File: src/rtl/trace_pkg.sv
// Shared definitions for the commit-trace monitor: state encoding, flag bit
// positions and the packed record width.
package trace_pkg;

    typedef enum logic [1:0] {
        IDLE    = 2'd0,
        RUN     = 2'd1,
        HALTED  = 2'd2,
        TIMEOUT = 2'd3
    } traceState_e;

    localparam int FLAG_REGWRITE = 0;
    localparam int FLAG_MEMREAD  = 1;
    localparam int FLAG_MEMWRITE = 2;
    localparam int FLAG_HLT      = 3;
    localparam int NUM_FLAGS     = 4;

    // Record layout, MSB first: flags, cycle, regSel, regData, memAddr, memData
    function automatic int recWidth(int cntW, int regW, int dataW, int addrW);
        return NUM_FLAGS + cntW + regW + dataW + addrW + dataW;
    endfunction

endpackage

File: src/rtl/trace_fifo.sv
// Synchronous show-ahead FIFO; pointers carry one extra wrap bit so full and
// empty are distinguishable without a separate count.
module trace_fifo #(
    parameter int WIDTH = 8,
    parameter int DEPTH = 16
) (
    input  logic             clk,
    input  logic             rst_n,
    input  logic             push,
    input  logic             pop,
    input  logic             flush,
    input  logic [WIDTH-1:0] wdata,
    output logic [WIDTH-1:0] rdata,
    output logic             full,
    output logic             empty
);
    localparam int AW = $clog2(DEPTH);

    logic [AW:0]      wrPtr, rdPtr;
    logic [WIDTH-1:0] mem [DEPTH];
    logic             doWrite, doRead;

    assign empty   = (wrPtr == rdPtr);
    assign full    = (wrPtr[AW] != rdPtr[AW]) && (wrPtr[AW-1:0] == rdPtr[AW-1:0]);
    assign doRead  = pop && !empty;
    // A pop in the same cycle frees the slot the push lands in
    assign doWrite = push && (!full || doRead);
    assign rdata   = mem[rdPtr[AW-1:0]];

    always_ff @(posedge clk or negedge rst_n) begin
        if (!rst_n) begin
            wrPtr <= '0;
            rdPtr <= '0;
        end else if (flush) begin
            wrPtr <= '0;
            rdPtr <= '0;
        end else begin
            if (doWrite) wrPtr <= wrPtr + (AW+1)'(1);
            if (doRead)  rdPtr <= rdPtr + (AW+1)'(1);
        end
    end

    always_ff @(posedge clk) begin
        if (doWrite && !flush) mem[wrPtr[AW-1:0]] <= wdata;
    end

endmodule

File: src/rtl/commit_trace_unit.sv
// Commit-trace monitor: stamps MEM/WB events with a RUN cycle number, keeps
// instruction/cycle/drop counters and buffers records for a valid/ready consumer.
//
// state   | meaning
// IDLE    | waiting for start; events ignored
// RUN     | counting cycles, recording events
// HALTED  | hlt seen; counters frozen, draining
// TIMEOUT | watchdog limit reached; counters frozen, draining
module commit_trace_unit
    import trace_pkg::*;
#(
    parameter int DATA_W     = 16,
    parameter int ADDR_W     = 16,
    parameter int REG_W      = 4,
    parameter int DEPTH      = 16,
    parameter int CNT_W      = 32,
    parameter int MAX_CYCLES = 100000
) (
    input  logic              clk,
    input  logic              rst_n,
    input  logic              start,
    input  logic              clear,
    input  logic              wb_regwrite,
    input  logic [REG_W-1:0]  wb_reg_sel,
    input  logic [DATA_W-1:0] wb_reg_data,
    input  logic              mem_read,
    input  logic              mem_write,
    input  logic [ADDR_W-1:0] mem_addr,
    input  logic [DATA_W-1:0] mem_wdata,
    input  logic [DATA_W-1:0] mem_rdata,
    input  logic              hlt,
    output logic              rec_valid,
    input  logic              rec_ready,
    output logic [3:0]        rec_flags,
    output logic [CNT_W-1:0]  rec_cycle,
    output logic [REG_W-1:0]  rec_reg_sel,
    output logic [DATA_W-1:0] rec_reg_data,
    output logic [ADDR_W-1:0] rec_mem_addr,
    output logic [DATA_W-1:0] rec_mem_data,
    output logic [CNT_W-1:0]  cycle_count,
    output logic [CNT_W-1:0]  inst_count,
    output logic [CNT_W-1:0]  dropped_count,
    output logic              overflow,
    output logic [1:0]        state,
    output logic              done,
    output logic              timeout
);
    localparam int RW = recWidth(CNT_W, REG_W, DATA_W, ADDR_W);

    traceState_e      stateQ, stateD;
    logic [CNT_W-1:0] cycleQ, instQ, dropQ, cycleNext;
    logic             overflowQ;
    logic             inRun, anyEvent, pushReq, doPop, dropNow;
    logic             fifoFull, fifoEmpty;
    logic [3:0]       flags;
    logic [RW-1:0]    pushRec, headRec, outRec;
    logic [REG_W-1:0]  pkRegSel;
    logic [DATA_W-1:0] pkRegData, pkMemData;
    logic [ADDR_W-1:0] pkMemAddr;

    assign inRun     = (stateQ == RUN);
    assign anyEvent  = wb_regwrite | mem_read | mem_write | hlt;
    assign pushReq   = inRun && anyEvent && !clear;
    assign doPop     = !fifoEmpty && rec_ready;
    assign dropNow   = pushReq && fifoFull && !doPop;
    assign cycleNext = (cycleQ == '1) ? cycleQ : cycleQ + CNT_W'(1);

    always_comb begin
        stateD = stateQ;
        if (clear) begin
            stateD = IDLE;
        end else begin
            case (stateQ)
                IDLE: if (start) stateD = RUN;
                RUN: begin
                    if (hlt)                                stateD = HALTED;
                    else if (cycleNext >= CNT_W'(MAX_CYCLES)) stateD = TIMEOUT;
                end
                default: stateD = stateQ;
            endcase
        end
    end

    always_ff @(posedge clk or negedge rst_n) begin
        if (!rst_n) stateQ <= IDLE;
        else        stateQ <= stateD;
    end

    always_ff @(posedge clk or negedge rst_n) begin
        if (!rst_n) begin
            cycleQ    <= '0;
            instQ     <= '0;
            dropQ     <= '0;
            overflowQ <= 1'b0;
        end else if (clear) begin
            cycleQ    <= '0;
            instQ     <= '0;
            dropQ     <= '0;
            overflowQ <= 1'b0;
        end else if (inRun) begin
            cycleQ <= cycleNext;
            if ((hlt || wb_regwrite || mem_write) && instQ != '1)
                instQ <= instQ + CNT_W'(1);
            if (dropNow) begin
                overflowQ <= 1'b1;
                if (dropQ != '1) dropQ <= dropQ + CNT_W'(1);
            end
        end
    end

    // Fields belonging to inactive flags are packed as zero
    always_comb begin
        flags                = '0;
        flags[FLAG_REGWRITE] = wb_regwrite;
        flags[FLAG_MEMREAD]  = mem_read;
        flags[FLAG_MEMWRITE] = mem_write;
        flags[FLAG_HLT]      = hlt;
        pkRegSel  = wb_regwrite ? wb_reg_sel  : '0;
        pkRegData = wb_regwrite ? wb_reg_data : '0;
        pkMemAddr = (mem_read || mem_write) ? mem_addr : '0;
        pkMemData = '0;
        if (mem_write)     pkMemData = mem_wdata;
        else if (mem_read) pkMemData = mem_rdata;
    end

    assign pushRec = {flags, cycleNext, pkRegSel, pkRegData, pkMemAddr, pkMemData};

    trace_fifo #(.WIDTH(RW), .DEPTH(DEPTH)) uFifo (
        .clk   (clk),
        .rst_n (rst_n),
        .push  (pushReq),
        .pop   (doPop),
        .flush (clear),
        .wdata (pushRec),
        .rdata (headRec),
        .full  (fifoFull),
        .empty (fifoEmpty)
    );

    assign outRec    = fifoEmpty ? '0 : headRec;
    assign {rec_flags, rec_cycle, rec_reg_sel, rec_reg_data, rec_mem_addr, rec_mem_data} = outRec;
    assign rec_valid     = !fifoEmpty;
    assign cycle_count   = cycleQ;
    assign inst_count    = instQ;
    assign dropped_count = dropQ;
    assign overflow      = overflowQ;
    assign state         = stateQ;
    assign timeout       = (stateQ == TIMEOUT);
    assign done          = ((stateQ == HALTED) || (stateQ == TIMEOUT)) && fifoEmpty;

endmodule

File: config.mk
export PLATFORM = sky130hd
export DESIGN_NAME = commit_trace_unit
export DESIGN_NICKNAME = d
export VERILOG_FILES = /design/src/rtl/trace_pkg.sv /design/src/rtl/trace_fifo.sv /design/src/rtl/commit_trace_unit.sv
export SDC_FILE = /design/constraint.sdc
export NUM_CORES = 1
export LEC_CHECK = 0
export CORE_MARGIN = 2
export CORE_UTILIZATION = 25
export CTS_BUF_LIST = sky130_fd_sc_hd__clkbuf_2 sky130_fd_sc_hd__clkbuf_4 sky130_fd_sc_hd__clkbuf_8
export DETAILED_ROUTE_END_ITERATION = 10
export PLACE_DENSITY_LB_ADDON = 0.3
export SYNTH_ARGS = -nofsm -noshare
export SYNTH_HDL_FRONTEND = slang
export SYNTH_HIERARCHICAL = 1
export SYNTH_SLANG_ARGS = --single-unit
File: constraint.sdc
create_clock -name clk -period 9.9 [get_ports clk]
set_clock_uncertainty 0.05 [all_clocks]
set_input_delay 2.97 -clock clk [delete_from_list [all_inputs] [get_ports clk]]
set_output_delay 2.97 -clock clk [all_outputs]
set_load 0.05 [all_outputs]
==> flow_metrics.tcl <==
set metrics [dict create \
    nFillCells 23986 \
    slew_headroom 0.1476 \
    grt_usage 0.1300 \
    synth_top_area_frac 0.6911 \
    holdWs_ns 0.4902 \
    drc_errors 0 \
    yosysMostFrequentCell "edfxtp_1" \
    yosysUniqueCellTypes 65 \
    placed_area_sq_um 67890 \
    fin_cells 7016 \
    setup_tns_ns 0 \
    outcome "finished clean" \
    initial_utilization 0.2515 \
    r2r_slack_ns 4.42 \
    wirelength_um 163600 \
    fp.coreArea_sq_um 243200 \
    clock_path_buffers 4 \
    clk_pin_slew_ns 0.06 \
    die_y_um 498.7 \
    power_switching_mw 2.844 \
    synth_common_cells "1408 x edfxtp_1, 352 x mux4_2, 196 x nor2b_1" \
    pin_count 267 \
    synthToLayoutAreaGrowth_pct 19.51 \
    switching_share 0.2170 \
    vias 31947 \
    drive_gt1_frac 0.2316 \
    ir_drop_uv 73.85 \
    critPathMaxFanout 84 \
    postRouteAntennaNets 0 \
    cts_sinks 1517 \
    cts_tree "yes" \
    grt_pass1_wl_um 238100 \
    grt_pass1_vias 33767 \
    fp.dieArea_sq_um 248700 \
    cts_setup_buffers 0 \
    rsz0062_at_grt "no" \
    gr-total-overflow 0 \
    yosysSeqAreaShare 0.7357 \
    drtPass1Iterations 5 \
    crit_path_start_kind "flop" \
    yosysWarnings 6 \
    hold_path.class "reg2reg" \
    min_period_ns 8.117 \
    synth_flop_cell "edfxtp_1" \
    place_congestion 0.7556 \
    drv_slew 0 \
    yosysTopAreaCell "edfxtp_1" \
    async_flop_share 0.07185 \
    antenna_found_initial 14 \
    synth-edff-count 1408 \
    fin_nets 3707 \
    hpwl_um 84920 \
    vias_per_cell 4.553 \
    hold_buffers 0 \
    max-cap-violations 0 \
    io_buffers 266 \
    place_inst 6542 \
    postSynthAreaPerCell_sq_um 19.15 \
    power_per_cell_area_nw_per_um2 179.3 \
    cts.repair.resized 0 \
    synth_area_leaders "edfxtp_1 69%, mux4_2 13%, dfrtp_1 4.5%" \
    cell_internal_pwr_mw 10.26 \
    synth_fp_nets 3279 \
    setup_viol 0 \
    fmax_mhz 123.2 \
    clockPowerShare 0.435 \
    htreeDepth 5 \
    p_leak_nw 22.37 \
    tightest_slew_ns 1.274 \
    hold_viol 0 \
    grt_max_degree 154 \
    hold_depth 2 \
    rows 181 \
    clock_latency_ns 1.01 \
    power_frac_comb 0.029 \
    reg2reg_depth 13 \
    netlist_instances 3194 \
    cts_root_buf "clkbuf_8" \
    power_mw 13.11 \
    crit_path_end_kind "output pin" \
    period_share 0.8199 \
    synth-seq-cells 1517 \
    seq_power_share 0.535 \
    crit_arrival_ns 5.10 \
    first_iter_violations 2281 \
    design_area_sq_um 73110 \
    synth.cell_area_sq_um 61180 \
    crit_type "reg2out" \
    wire_per_inst_um 23.32 \
    numCtsBuffers 279 \
    chipWidth_um 498.7 \
    required_ns 6.88 \
]
## logic make-up after synthesis
kind of cell / synth area share
mux: 0.1454
flops: 0.7357
buf+inv: 0.01626
compound gates: 0.02804
fa+ha+maj: 0.001636
xor+xnor: 0.01732
simple gates: 0.05561
## metal layers
metal  part of all wire  global-route usage
met5            0.00013                   0
met4              0.024             0.04110
met3              0.058             0.02810
met2               0.45              0.1970
met1               0.47              0.1851
## critical path, cell delays in order (launching register included)
cell and delay [ns]:
dfrtp_4 0.94, buf_12 0.61, mux4_2 0.60, nor2b_1 0.15, a211oi_1 0.36, a21oi_1 0.24, nor2b_1 0.26, clkdlybuf4s50_1 0.76
## layout by cell type, fill, tap and decap left out, types with 15 or more instances in the layout
master / instances
mux2i_1: 92
clkbuf_8: 285
nand3_1: 40
nor3_1: 26
clkbuf_4: 80
buf_4: 51
nor2_1: 132
clkinv_1: 60
xor2_1: 67
xnor2_1: 44
or3_1: 16
clkdlybuf4s50_1: 262
mux4_2: 352
a22o_1: 15
buf_12: 19
nand4_1: 33
o21ai_0: 16
edfxtp_1: 1408
inv_1: 19
a211oi_1: 90
and2_1: 29
dfrtp_1: 105
a21oi_1: 110
nand2_1: 74
nor2b_1: 196
## metrics by stage
stage	worst slack, ns	util
6_report	1.783	0.3006
3_3_place_gp	2.659	0.2791
4_1_cts	1.500	0.3004
5_1_grt	1.356	0.3005
2_1_floorplan	1.841	-
3_5_place_dp	2.674	0.2791
## power groups by stage
stage / registers (mW) / clock network [mW] / logic (mW)
after CTS: 7.01 / 5.90 / 0.400
after floorplan: 7.15 / 0 / 0.197
after detailed placement: 7.14 / 0 / 0.398
after global placement: 7.14 / 0 / 0.394
after global routing: 7.01 / 6.17 / 0.420
final: 7.01 / 5.71 / 0.386
## path summary, 6_finish.rpt
path,from,endpoint
setup reg to reg,uFifo/rdPtr[1],uFifo/mem[3][34]
min in group asynchronous,rst_n,dropped_count[25]
hold reg to reg,overflow,overflow
setup / recovery,uFifo/rdPtr[0],rec_cycle[7]
max in group asynchronous,rst_n,cycle_count[29]
hold / removal,overflow,overflow
## area by class of cell
type | count | area (sq um) | area share
multi-input combinational | 1470 | 15410 | 0.2108
antenna | 10 | 25.02 | 0.0003423
sequential | 1517 | 45020 | 0.6158
clock buffer | 365 | 4523 | 0.06186
timing repair buffer | 335 | 3407 | 0.04660
inverter | 19 | 71.32 | 0.0009754
tap | 3202 | 4006 | 0.05480
clock inverter | 98 | 648.1 | 0.008865
## state kept, by name (all words and copies together), names as in the netlist
name	count
state	2
uFifo/rdPtr	5
uFifo/mem	1408
uFifo/wrPtr	5
cycle_count	32
dropped_count	32
overflow	1
inst_count	32
(Power assumes the default switching activity.)
